===== config.mk =====
export PLATFORM = sky130hd
export DESIGN_NAME = adder_multicycle
export DESIGN_NICKNAME = d
export VERILOG_FILES = /design/src/rtl/adder_multicycle.sv
export SDC_FILE = /design/constraint.sdc
export NUM_CORES = 1
export LEC_CHECK = 0
export ABC_AREA = 1
export CAP_MARGIN = 20
export CORE_ASPECT_RATIO = 1.75
export CORE_MARGIN = 4
export CORE_UTILIZATION = 59
export CTS_BUF_LIST = sky130_fd_sc_hd__clkbuf_2 sky130_fd_sc_hd__clkbuf_4 sky130_fd_sc_hd__clkbuf_8
export CTS_CLUSTER_SIZE = 28
export DETAILED_ROUTE_END_ITERATION = 7
export GPL_TIMING_DRIVEN = 0
export PLACE_DENSITY_LB_ADDON = 0.15
export SETUP_SLACK_MARGIN = 0.3
export SYNTH_ARGS = -nofsm -noshare
export SYNTH_HDL_FRONTEND = slang
export SYNTH_SLANG_ARGS = --single-unit

===== constraint.sdc =====
create_clock -name clk -period 5.2 [get_ports clk]
set_clock_uncertainty 0.05 [all_clocks]
set_input_delay 1.04 -clock clk [delete_from_list [all_inputs] [get_ports clk]]
set_output_delay 1.04 -clock clk [all_outputs]
set_load 0.01 [all_outputs]

===== src/rtl/adder_multicycle.sv =====
// Multi-cycle ripple adder/subtractor: adds one CHUNK-bit slice per clock and
// publishes sum/cout/ovf only when the last slice completes.
module adder_multicycle #(
  parameter int unsigned WIDTH = 32,
  parameter int unsigned CHUNK = 8
) (
  input  logic             clk,
  input  logic             rst,
  input  logic             start,
  input  logic [WIDTH-1:0] in1,
  input  logic [WIDTH-1:0] in2,
  input  logic             cin,
  input  logic             sub,
  output logic             busy,
  output logic             done,
  output logic [WIDTH-1:0] sum,
  output logic             cout,
  output logic             ovf
);

  localparam int unsigned N    = WIDTH / CHUNK;
  localparam int unsigned IdxW = (N > 1) ? $clog2(N) : 1;
  localparam logic [IdxW-1:0] LastIdx = IdxW'(N - 1);

  typedef enum logic [1:0] {
    StIdle,
    StRun,
    StDone
  } state_e;

  state_e           state_q, state_d;
  logic [WIDTH-1:0] op1_q, op1_d;
  logic [WIDTH-1:0] op2_q, op2_d;
  logic             carry_q, carry_d;
  logic [WIDTH-1:0] acc_q, acc_d;
  logic [IdxW-1:0]  idx_q, idx_d;
  logic [WIDTH-1:0] sum_q, sum_d;
  logic             cout_q, cout_d;
  logic             ovf_q, ovf_d;

  logic [CHUNK:0]   chunk_res;
  logic [WIDTH-1:0] acc_next;

  always_comb begin
    state_d = state_q;
    op1_d   = op1_q;
    op2_d   = op2_q;
    carry_d = carry_q;
    acc_d   = acc_q;
    idx_d   = idx_q;
    sum_d   = sum_q;
    cout_d  = cout_q;
    ovf_d   = ovf_q;

    chunk_res = {1'b0, op1_q[idx_q*CHUNK +: CHUNK]} + {1'b0, op2_q[idx_q*CHUNK +: CHUNK]}
              + {{CHUNK{1'b0}}, carry_q};
    acc_next  = acc_q;
    acc_next[idx_q*CHUNK +: CHUNK] = chunk_res[CHUNK-1:0];

    unique case (state_q)
      StIdle: begin
        if (start) begin
          // Subtraction is a + ~b + 1, so the +1 rides in as the initial carry.
          op1_d   = in1;
          op2_d   = sub ? ~in2 : in2;
          carry_d = sub | cin;
          acc_d   = '0;
          idx_d   = '0;
          state_d = StRun;
        end
      end
      StRun: begin
        acc_d   = acc_next;
        carry_d = chunk_res[CHUNK];
        if (idx_q == LastIdx) begin
          idx_d   = '0;
          state_d = StDone;
          sum_d   = acc_next;
          cout_d  = chunk_res[CHUNK];
          ovf_d   = (op1_q[WIDTH-1] == op2_q[WIDTH-1]) &&
                    (acc_next[WIDTH-1] != op1_q[WIDTH-1]);
        end else begin
          idx_d = idx_q + 1'b1;
        end
      end
      StDone: begin
        state_d = StIdle;
      end
      default: begin
        state_d = StIdle;
      end
    endcase
  end

  always_ff @(posedge clk) begin
    if (rst) begin
      state_q <= StIdle;
      op1_q   <= '0;
      op2_q   <= '0;
      carry_q <= 1'b0;
      acc_q   <= '0;
      idx_q   <= '0;
      sum_q   <= '0;
      cout_q  <= 1'b0;
      ovf_q   <= 1'b0;
    end else begin
      state_q <= state_d;
      op1_q   <= op1_d;
      op2_q   <= op2_d;
      carry_q <= carry_d;
      acc_q   <= acc_d;
      idx_q   <= idx_d;
      sum_q   <= sum_d;
      cout_q  <= cout_d;
      ovf_q   <= ovf_d;
    end
  end

  assign busy = (state_q != StIdle);
  assign done = (state_q == StDone);
  assign sum  = sum_q;
  assign cout = cout_q;
  assign ovf  = ovf_q;

endmodule


* Word-level counts from Yosys, hierarchy flattened
Cells that the tools add are included.
** Cells by class
- Add/sub/neg operators :: 4
- Eq/ne operators :: 7
- Shift operators :: 4
- Mux-type cells :: 12
- Bitwise gates (word level) :: 2
- Reductions and logical operators :: 8
** Operator list (count)
- 32-bit 2-to-1 mux :: 2
- 32-bit one-hot mux with 2 select lines :: 1
- 32-bit by 6-bit variable part select with 8-bit output :: 2
- 5-bit negation with 34-bit output :: 1
- 8-bit by 34-bit variable shift with 32-bit output (first input constant) :: 1
- 8-bit by 34-bit variable part select with 32-bit output :: 1
- 32-bit bitwise mux :: 1
- 32-bit NOT :: 1
- 8-bit by 8-bit adder with 9-bit output :: 1
- 9-bit by 1-bit adder with 9-bit output :: 1
- 2-bit 2-to-1 mux :: 4
- 2-bit one-hot mux with 2 select lines :: 2
- 2-bit AND reduction :: 4
- 2-bit equality test (second input constant) :: 2
- 2-bit != test (second input constant) :: 2
- 2-bit nonzero test :: 2
- 2-bit by 1-bit adder with 2-bit output (second input constant) :: 1
- 2-bit by 1-bit equality test with 1-bit output (second input constant) :: 1
- 2-bit logical NOT :: 1
- 1-bit one-hot mux with 2 select lines :: 1
- 1-bit equality test :: 1
- 1-bit logical AND :: 1
- 1-bit 2-to-1 mux :: 1
- 1-bit != test :: 1
- 1-bit bitwise OR :: 1
** Storage, ports and cells
- Bits in registers :: 135
- Output and inout bits :: 36
- Word-level logic and storage cells :: 46

* Longest topological paths before layout
Gate-level depths: netlist of run 1.
- Depth after elaboration :: 7
- Gate-level depth with buffers :: 19
- Mapped depth without buffers :: 16

* Worst setup path before layout of run 1
Ideal clock, no wire load.
- Kind :: reg2reg
- From :: register idx_q[0]
- To :: register acc_q[28]
- Data arrival time :: 2.737 ns
- Required time :: 5.018 ns
- Setup slack :: 2.281 ns
- Cell stages (with the launch flop) :: 18
- Cells stage by stage :: dfxtp_1 -> buf_2 -> inv_1 -> buf_2 -> buf_1 -> nor2_1 -> o22ai_1 -> fa_1 -> fa_1 -> nand3_1 -> nand2_1 -> or2_2 -> nand3_1 -> nor2_1 -> nand2_1 -> nand2_1 -> nand2_1 -> a21oi_1
** On the way
- Longest elaborated chain between the ends :: 6
- Elaborated cells on any way between the ends :: 9
** Ends and longest elaborated chain
- start: declaration :: RTL line 36 : logic [IdxW-1:0] idx_q, idx_d;
- start signal: assignment :: RTL line 112 : idx_q <= idx_d;
- 32-bit by 6-bit variable part select with 8-bit output :: RTL line 55 : chunk_res = {1'b0, op1_q[idx_q*CHUNK +: CHUNK]} + {1'b0, op2_q[idx_q*CHUNK +: CHUNK]}
- 8-bit by 8-bit adder with 9-bit output :: RTL line 55
- 9-bit by 1-bit adder with 9-bit output :: RTL line 56 : + {{CHUNK{1'b0}}, carry_q};
- 8-bit by 34-bit variable part select with 32-bit output :: RTL line 58 : acc_next[idx_q*CHUNK +: CHUNK] = chunk_res[CHUNK-1:0];
- 32-bit bitwise mux * :: RTL line 58
- 32-bit one-hot mux with 2 select lines * :: RTL line 60 : unique case (state_q)
- end signal: assignment :: RTL line 101 : acc_q <= '0;
- end signal: assignment :: RTL line 111 : acc_q <= acc_d;
- end: declaration :: RTL line 35 : logic [WIDTH-1:0] acc_q, acc_d;
Every way passes the cells marked *; elsewhere a longest branch is shown, timed or not.
A chain may end at the register's enable or synchronous reset.

* Worst setup path in the final report of run 1
- From :: register idx_q[0]
- To :: register acc_q[15]
Same word-level chain as after synthesis.

==> qor.txt, run 1 <==
Post-Synth XOR/XNOR Area: 5.07%
num rows: 49
flop2flop setup slack: 1490 ps
largest family of logic cells by synthesized area: simple AND/OR/NAND/NOR gates
final WL: 18.0 mm
CTS tree: built
grt ovf: 0
count leader, synth: nor2_1
Synth Area in Compound Gates: 19.5%
reg2reg end: acc_q[15]$_SDFFE_PP0P_
clk_lat worst skew: 450 ps
Rel. slew slack: 50.8%
setup TNS: 0 ps
Sw Pwr: 0.774 mW
H-tree depth: 4
post-synthesis adder-cell area fraction: 3.27%
sequential area share after synthesis: 43.6%
CP most frequent cell: nand2_1
Power Density: 332 nW/µm²
clock share of power: 36.9%
fin crit share: 71.4%
Simple-Gate Fraction of Synth Area: 22.5%
ranking of synthesized cells by area: dfxtp_1 (44%), nor2_1 (9.0%), nand2_1 (8.6%)
post-route ant nets: 0
YS warnings: 0
Syn Nets: 902
Yosys cell types: 43
first-pass GRT wire length: 28.4 mm
critical path class: reg -> reg
Crit path largest cell delay: 600 ps
I/O pins: 105
GR Util All Layers: 29.6%
Buf/Inv on CP: 6
minimum clock period: 3710 ps
syn avg cell area: 7.57 µm²
design area: 7820 µm²
crit end category: flip-flop
slew of the pin with the lowest slew margin: 739 ps
root buf cell: clkbuf_8
number of diodes: 0
Synth area leader: dfxtp_1
initial antenna violation count: 0
Comb pwr share: 19.9%
kind of cell with the highest combined delay on the critical path: buffers and inverters
fmax: 269 MHz
CP startpoint kind: flip-flop
1st-pass router iterations: 6
MaxCap Viol Count: 0
Nets: 1024
full die area: 12300 µm²
largest net degree at the start of global routing: 17
status: complete, no violations
critical path depth: 18
Post-CTS Setup Bufs: 0
Pins Over Slew Limit: 0
core box area: 10300 µm²
CTS max path bufs: 2
RSZ-0062 raised after global routing: no
mux contribution to synthesized area: 0%
CP Capture Point: acc_q[15]$_SDFFE_PP0P_
Peak VDD IR: 0.272 mV
Chip Width: 85.5 µm
WL/cell: 16.6 µm
Hold Vio Cnt, Final: 0
number of flops mapped to enable cells by yosys: 0
largest fanout on the critical path: 12
Avg Vias per Cell: 5.66
sequential share of power: 43.2%
Synth Register Bits: 135
ys async rst share: 0%
reg-to-reg startpoint: idx_q[0]$_SDFFE_PP0P_
DIE HEIGHT: 144 µm
vias in the first global route: 6046
WP data arrival: 4040 ps
Synth top area share: 43.6%
Synth Instances: 818
Residual DRC: 0
Initial Utilization: 60.1%
Post-CTS Hold Buffers: 0
synth cell count leaders: nor2_1 (148), nand2_1 (142), dfxtp_1 (135)
HP Class: reg -> reg
Final Core Density: 75.9%
Fill cells: 838
R2R depth: 18
slowest CP cell: buf_1
Net Sw Frac: 29.9%
fraction of layout cells with a size suffix above 1: 7.45%
CTS resizes: 0
hpwl dp: 14.1 mm
critical path data required time: 5520 ps
Layout area overhead: 26.3%
# setup viols final: 0
initial drt markers: 388
I/O Buffers: 103
Leak: 3.15 nW
worst setup path start: idx_q[0]$_SDFFE_PP0P_
routability cong.: 0.998
worst path cell trace: buf_2, inv_1, buf_2, buf_1, nor2_1, o22ai_1, ha_1, nand2_1, inv_1, a21oi_1, nand3_1, nand2_1, inv_1, nor2_1, nand3_1, nand2_1, nand2_1, a21oi_1
Reg clk slew, reported paths: 80 ps
CTS Sinks: 135
Pint: 1.82 mW
Main synth FF type: dfxtp_1
routed via count: 6110
Mapped Area: 6190 µm²
Post-DP Area: 7380 µm²
CTS Buf Count: 17
[logic make-up after synthesis]
| logic type | after synthesis |
|---|---|
| fa+ha+maj | 15 |
| flops | 135 |
| buf+inv | 89 |
| simple gates | 342 |
| compound gates | 202 |
| xor+xnor | 35 |
[worst register-to-register path, cell delays in order, from the launching register on]
cell and delay [ps]:
dfxtp_1 350, buf_2 190, inv_1 80, buf_2 230, buf_1 600, nor2_1 90
o22ai_1 350, ha_1 370, nand2_1 120, inv_1 50, a21oi_1 220, nand3_1 110
nand2_1 120, inv_1 100, nor2_1 200, nand3_1 150, nand2_1 80, nand2_1 50
a21oi_1 150
[power by group through the flow]
stage	Sequential (mW)	Combinational, mW	Clock [mW]
after floorplan	1.13	0.335	0
after global placement	1.14	0.497	0
after detailed placement	1.14	0.507	0
after CTS	1.12	0.511	0.956
after global routing	1.12	0.565	1.01
final	1.12	0.516	0.957
[cell usage in the layout (no fill, tap or decap), types with 2 or more instances in the layout]
cell type	count
a211oi_1	31
a21oi_1	33
a22o_1	3
a22oi_1	7
a2bb2oi_1	10
a31oi_1	4
buf_1	4
buf_2	23
bufinv_16	4
clkbuf_1	26
clkbuf_8	18
clkdlybuf4s50_1	103
clkinv_1	3
clkinv_2	3
clkinv_4	2
dfxtp_1	135
fa_1	2
ha_1	13
inv_1	27
inv_2	5
inv_6	4
nand2_1	142
nand3_1	37
nand4_1	5
nor2_1	148
nor2_2	2
o21ai_0	85
o21ai_1	4
o21bai_1	2
o22ai_1	16
xnor2_1	31
xor2_1	3
[through the flow]
| step | setup slack (ps) | power, mW | instances | hold slack (ps) |
|---|---|---|---|---|
| after floorplan | 2280 | 1.46 | 818 | 394 |
| after global routing | 1340 | 2.69 | 1080 | 439 |
| after CTS | 1650 | 2.59 | 1080 | 417 |
| after global placement | 1750 | 1.64 | 1048 | 402 |
| after detailed placement | 1690 | 1.65 | 1048 | 405 |
| final | 1490 | 2.59 | 1080 | 418 |
[layer usage]
| metal | global-route usage [%] | share of wire (%) | up-vias |
|---|---|---|---|
| li1 | - | - | 2989 |
| met1 | 29.6 | 35 | 2802 |
| met2 | 53.6 | 53 | 253 |
| met3 | 5.57 | 5.8 | 66 |
| met4 | 21.9 | 6.7 | 0 |
| met5 | 0 | 0 | - |
[flip-flops by register name, indices dropped and copies added (netlist names)]
signal   flops
sum         32
state_q      2
op1_q       32
idx_q        2
ovf          1
acc_q       32
op2_q       32
cout         1
carry_q      1
[worst min path at each step]
stage,startpoint,to,cells past startpoint
2_1_floorplan,acc_q[31]$_SDFFE_PP0P_,acc_q[31]$_SDFFE_PP0P_,2
3_3_place_gp,acc_q[13]$_SDFFE_PP0P_,acc_q[13]$_SDFFE_PP0P_,2
3_5_place_dp,acc_q[12]$_SDFFE_PP0P_,acc_q[12]$_SDFFE_PP0P_,2
4_1_cts,acc_q[12]$_SDFFE_PP0P_,acc_q[12]$_SDFFE_PP0P_,2
5_1_grt,acc_q[12]$_SDFFE_PP0P_,acc_q[12]$_SDFFE_PP0P_,2
6_report,acc_q[12]$_SDFFE_PP0P_,acc_q[12]$_SDFFE_PP0P_,2
[final cells by class]
type                    count  area [µm²]  area share, %
clock buffers              18         241           3.09
repair buffers            103        1030           13.2
multi-input cells         594        3120           39.9
plain buffers              54         241           3.09
inverters                  35         131           1.68
well taps                 127         159           2.03
clock inverters            14         195           2.50
flip-flops and latches    135        2700           34.6
No activity file was read; power rests on OpenSTA's default activity.
==> inputs of run 2 (changes only) <==
Settings changed: CORE_UTILIZATION 59 to 55.
Clock period 5.2 ns to 3.5 ns, I/O delays scaled along.
==> qor.txt, run 2 (synthesized netlist as in run 1, its figures left out) <==
Layout area overhead: 27.7%
worst path cell trace: buf_6, inv_1, buf_4, o21ai_0, o22ai_2, fa_2, fa_2, nand4_1, nand3_1, nand2_2, nand2_2, nor2_4, a21boi_1, o21ai_0, and2_1
Pins Over Slew Limit: 0 (unchanged)
Inst Count DP: 1053 (+0.48%)
full die area: 13100 µm² (+6.7%)
Fin Hold WS: 421 ps (+2.51 ps)
Pint: 2.59 mW (+42%)
Crit path largest cell delay: 420 ps (-180 ps)
most frequent cells in the layout: nor2_1 (144), nand2_1 (140), dfxtp_1 (133)
Chip Width: 88.2 µm (+3.2%)
RSZ-0062 raised after global routing: no
Initial Utilization: 55.8% (-4.4 points)
CP startpoint kind: flip-flop
I/O pins: 105 (unchanged)
Reg clk slew, reported paths: 80 ps (about the same)
CTS Sinks: 135 (unchanged)
non-filler cells, final: 1085 (+0.46%)
Rel. slew slack: 44.9% (-5.9 points)
HP Class: reg -> reg
clock share of power: 34.5% (-2.4 points)
I/O Buffers: 103 (unchanged)
post-route ant nets: 0 (unchanged)
sequential share of power: 44.1% (+0.9 points)
MaxCap Viol Count: 0 (unchanged)
hpwl dp: 14.6 mm (+4.0%)
initial antenna violation count: 0 (unchanged)
critical path data required time: 3830 ps (-1690 ps)
Power Density: 477 nW/µm² (+44%)
Net Sw Frac: 31.4% (+1.6 points)
Post-DP Area: 7390 µm² (about the same)
CTS Buf Count: 17 (unchanged)
vias in the first global route: 6188 (+2.3%)
final WL: 19.0 mm (+5.5%)
fmax: 326 MHz (+21%)
Nets: 1024 (unchanged)
routability cong.: 0.974 (-2.5%)
critical path class: reg -> reg
num rows: 51 (+4.1%)
CTS max path bufs: 2 (unchanged)
minimum clock period: 3070 ps (-643 ps)
GR Util All Layers: 29.8% (+0.17 points)
clk_lat worst skew: 450 ps (about the same)
slowest CP cell: fa_2
most common cell after layout, fill and taps aside: nor2_1
DIE HEIGHT: 148 µm (+3.4%)
fin crit share: 87.7% (+16 points)
Sw Pwr: 1.19 mW (+53%)
# setup viols final: 0 (unchanged)
core box area: 11100 µm² (+7.8%)
initial drt markers: 247 (-36%)
WL/cell: 17.5 µm (+5.0%)
Hold Vio Cnt, Final: 0 (unchanged)
design area: 7910 µm² (+1.1%)
Post-CTS Setup Bufs: 0 (unchanged)
largest net degree at the start of global routing: 17 (unchanged)
Avg Vias per Cell: 5.69 (+0.58%)
Leak: 3.15 nW (about the same)
1st-pass router iterations: 5 (-1)
first-pass GRT wire length: 30.0 mm (+5.8%)
CTS tree: built
status: complete, no violations
number of diodes: 0 (unchanged)
crit end category: flip-flop
Power, Total: 3.78 mW (+46%)
root buf cell: clkbuf_8
Peak VDD IR: 0.305 mV (+12%)
Comb pwr share: 21.4% (+1.5 points)
slew of the pin with the lowest slew margin: 824 ps (+85.2 ps)
largest fanout on the critical path: 10 (-2)
H-tree depth: 4 (unchanged)
Residual DRC: 0 (unchanged)
routed via count: 6174 (+1.0%)
fraction of layout cells with a size suffix above 1: 10.3% (+2.8 points)
WP data arrival: 3400 ps (-640 ps)
grt ovf: 0 (unchanged)
[run 2: worst paths after layout]
kind                                from                endpoint  slack [ps]  cells after the start
setup / recovery   idx_q[0]$_SDFFE_PP0P_  acc_q[22]$_SDFFE_PP0P_         430                     15
hold / removal    acc_q[21]$_SDFFE_PP0P_  acc_q[21]$_SDFFE_PP0P_         420                      2
setup reg to reg   idx_q[0]$_SDFFE_PP0P_  acc_q[22]$_SDFFE_PP0P_         430                     15
hold reg to reg   acc_q[21]$_SDFFE_PP0P_  acc_q[21]$_SDFFE_PP0P_         420                      2
[run 2: per-stage QoR]
stage	utilization [%]	setup slack [ps]	TNS, ps
floorplan	-	581	0
global placement	66.6	24.1	0
detailed placement	66.6	-68.3	-90.0
CTS	70.5	312	0
global route	71.2	241	0
finish	71.2	429	0
[run 2: power by group through the flow]
stage                     clock network, mW  logic, mW  registers (mW)
final                                  1.30      0.808            1.66
after global routing                   1.39      0.884            1.67
after CTS                              1.32      0.775            1.66
after detailed placement                  0      0.751            1.70
after global placement                    0      0.736            1.69
after floorplan                           0      0.498            1.68
[run 2: critical path, delay by kind of cell (launching register included)]
kind	cells	cell delay, ps
AO/OA/AOI/OAI	4	640
buffers and inverters	3	380
AND/OR/NAND/NOR	6	710
adder cells (fa/ha/maj)	2	830
flip-flops	1	380
[run 2: cell type report]
class	instances	area (µm²)
multi-input combinational	594	3210
fill	986	3190
sequential	135	2710
timing repair buffer	103	1030
buffer	54	272
clock buffer	19	249
tap	132	165
clock inverter	13	146
inverter	35	131
[run 2: what timing repair did]
action                                  CTS  global route
endpoints found under the setup margin   37            31
pin swaps                                 0             5
gates resized for setup                  13            29
hold buffers                              0             0
[run 2: metal layers]
layer  GRT usage (%)  share of wire [%]  vias to the layer above
met4            17.4                5.0                        0
met5               0                  0                        -
met1            29.4                 35                     2881
li1                -                  -                     2986
met2            55.9                 55                      241
met3            4.93                4.9                       66
==> inputs of run 3 (changes only) <==
Settings changed: ABC_AREA 1 to 0.
==> qor.txt, run 3 <==
status: complete, no violations
Layout area overhead: 29.2%
number of flops mapped to enable cells by yosys: 0 (unchanged)
Pins Over Slew Limit: 0 (unchanged)
WL/cell: 19.3 µm (+11%)
synth cell count leaders: dfxtp_1 (135), nor2_1 (98), nand2_1 (84)
CTS tree: built
Synth top area share: 44.1% (+0.42 points)
largest family of logic cells by synthesized area: compound AO/OA/AOI/OAI gates
Mapped Area: 6130 µm² (-0.95%)
1st-pass router iterations: 8 (+3)
routability cong.: 0.929 (-4.6%)
MaxCap Viol Count: 0 (unchanged)
Avg Vias per Cell: 6.02 (+5.8%)
fin crit share: 88.4% (+0.64 points)
full die area: 13000 µm² (-0.88%)
GR Util All Layers: 28.7% (-1.2 points)
met1 Track Usage GR: 28.5% (-0.87 points)
I/O Buffers: 103 (unchanged)
Peak VDD IR: 0.427 mV (+40%)
global-route met3 utilization: 5.97% (+1.0 points)
final WL: 18.2 mm (-3.7%)
critical path data required time: 3800 ps (-30 ps)
non-filler cells, final: 945 (-13%)
YS warnings: 0 (unchanged)
number of diodes: 0 (unchanged)
CTS Buf Count: 17 (unchanged)
root buf cell: clkbuf_8
Nets: 887 (-13%)
Synth Register Bits: 135 (unchanged)
CP startpoint kind: flip-flop
most common cell after layout, fill and taps aside: dfxtp_1
Power, Total: 3.82 mW (+1.1%)
CTS max path bufs: 2 (unchanged)
post-route ant nets: 0 (unchanged)
GRT met2 Usage: 52.0% (-3.9 points)
RSZ-0062 raised after global routing: yes
slew of the pin with the lowest slew margin: 677 ps (-147 ps)
Yosys cell types: 52 (+21%)
crit end category: flip-flop
busiest grt layer: met2
DIE HEIGHT: 148 µm (-0.45%)
Fin Hold WS: 406 ps (-15.1 ps)
HP Class: reg -> reg
critical path class: reg -> reg
count leader, synth: dfxtp_1
Reg clk slew, reported paths: 80 ps (about the same)
Inst Count DP: 910 (-14%)
syn avg cell area: 9.06 µm² (+20%)
largest net degree at the start of global routing: 17 (unchanged)
post-place setup slack: -327 ps (-259 ps)
Synth Area in Compound Gates: 21.3% (+1.8 points)
post-synthesis adder-cell area fraction: 3.30% (+0.031 points)
Leak: 2.84 nW (-9.8%)
H-tree depth: 4 (unchanged)
hpwl dp: 13.6 mm (-7.2%)
first-pass GRT wire length: 28.5 mm (-4.9%)
Synth Instances: 677 (-17%)
WP data arrival: 3390 ps (about the same)
Final Core Density: 73.3% (+2.0 points)
grt ovf: 0 (unchanged)
Hold Vio Cnt, Final: 0 (unchanged)
fraction of layout cells with a size suffix above 1: 13.3% (+3.0 points)
Residual DRC: 0 (unchanged)
core box area: 10800 µm² (-2.5%)
most frequent cells in the layout: dfxtp_1 (133), clkdlybuf4s50_1 (103), nor2_1 (97)
# setup viols final: 0 (unchanged)
Post-Synth XOR/XNOR Area: 5.14% (+0.069 points)
PnR worst setup slack: 406 ps (-22.5 ps)
flop2flop setup slack: 410 ps (-20 ps)
ys async rst share: 0% (unchanged)
sequential area share after synthesis: 44.1% (+0.42 points)
num rows: 50 (-2.0%)
Initial Utilization: 56.7% (+0.90 points)
minimum clock period: 3090 ps (+22.5 ps)
ranking of synthesized cells by area: dfxtp_1 (44%), a211oi_1 (6.4%), nor2_1 (6.0%)
initial antenna violation count: 0 (unchanged)
largest fanout on the critical path: 7 (-3)
Simple-Gate Fraction of Synth Area: 15.3% (-7.2 points)
initial drt markers: 396 (+60%)
Chip Width: 87.8 µm (-0.43%)
clk_lat worst skew: 460 ps (about the same)
Fill cells: 842 (-15%)
vias in the first global route: 5829 (-5.8%)
mux contribution to synthesized area: 6.20% (+6.2 points)
Rel. slew slack: 54.9% (+10 points)
routed via count: 5691 (-7.8%)
Power Density: 481 nW/µm² (+0.81%)
Main synth FF type: dfxtp_1
fmax: 323 MHz (-0.73%)
I/O pins: 105 (unchanged)
Syn Nets: 761 (-16%)
CTS Sinks: 135 (unchanged)
Synth area leader: dfxtp_1
## run 3: path summary, 6_finish.rpt
check,startpoint,to,cells past startpoint
setup / recovery,idx_q[1]$_SDFFE_PP0P_,acc_q[23]$_SDFFE_PP0P_,10
setup reg to reg,idx_q[1]$_SDFFE_PP0P_,acc_q[23]$_SDFFE_PP0P_,10
hold reg to reg,op1_q[0]$_SDFFE_PP0P_,op1_q[0]$_SDFFE_PP0P_,2
hold / removal,op1_q[0]$_SDFFE_PP0P_,op1_q[0]$_SDFFE_PP0P_,2
## run 3: worst max-delay path, stage by stage (launching register included)
cell,delay (ps)
dfxtp_2,370
buf_6,120
buf_4,130
buf_4,200
mux4_2,560
ha_1,410
o211ai_1,150
o21ai_2,240
nand4_1,260
and2_4,250
a32o_1,250
## run 3: timing repair
| item | CTS | global route |
|---|---|---|
| endpoints found under the setup margin | 47 | 32 |
| hold buffers | 0 | 0 |
| buffers inserted | 2 | 2 |
| gates resized for setup | 16 | 9 |
| pin swaps | 2 | 3 |
## run 3: report_power, final
group | total (mW) | switching [mW] | internal [mW]
combinational | 0.638 | 0.365 | 0.273
clock | 1.53 | 0.622 | 0.903
sequential | 1.65 | 0.0455 | 1.61
## run 3: kinds of logic after synthesis
kind of cell,after synthesis
AOI/OAI and AO/OA,188
xor gates and xnor gates,36
adders and majority gates,15
buffers and inverters,64
DFF,135
muxes,18
and+or+nand+nor,221
## run 3: stage by stage
| stage | instance area, µm² | TNS [ps] |
|---|---|---|
| final | 7930 | 0 |
| after global routing | 7930 | 0 |
| after CTS | 7880 | 0 |
| after detailed placement | 7330 | -4090 |
| after global placement | 7330 | -2870 |
| after floorplan | 6140 | 0 |
## run 3: layout make-up
class,count,area [µm²],share of cell area [%]
multi-input combinational,478,3200,40.4
sequential,135,2710,34.1
timing repair buffer,107,1060,13.4
buffer,57,297,3.74
clock buffer,20,275,3.47
clock inverter,11,196,2.48
tap,130,163,2.05
inverter,7,26.3,0.331
## run 3: routing by layer
layer	up-vias	wire length, µm
met1	2664	6290
met2	274	9930
met4	0	892
met5	-	0
li1	2688	-
met3	65	1120
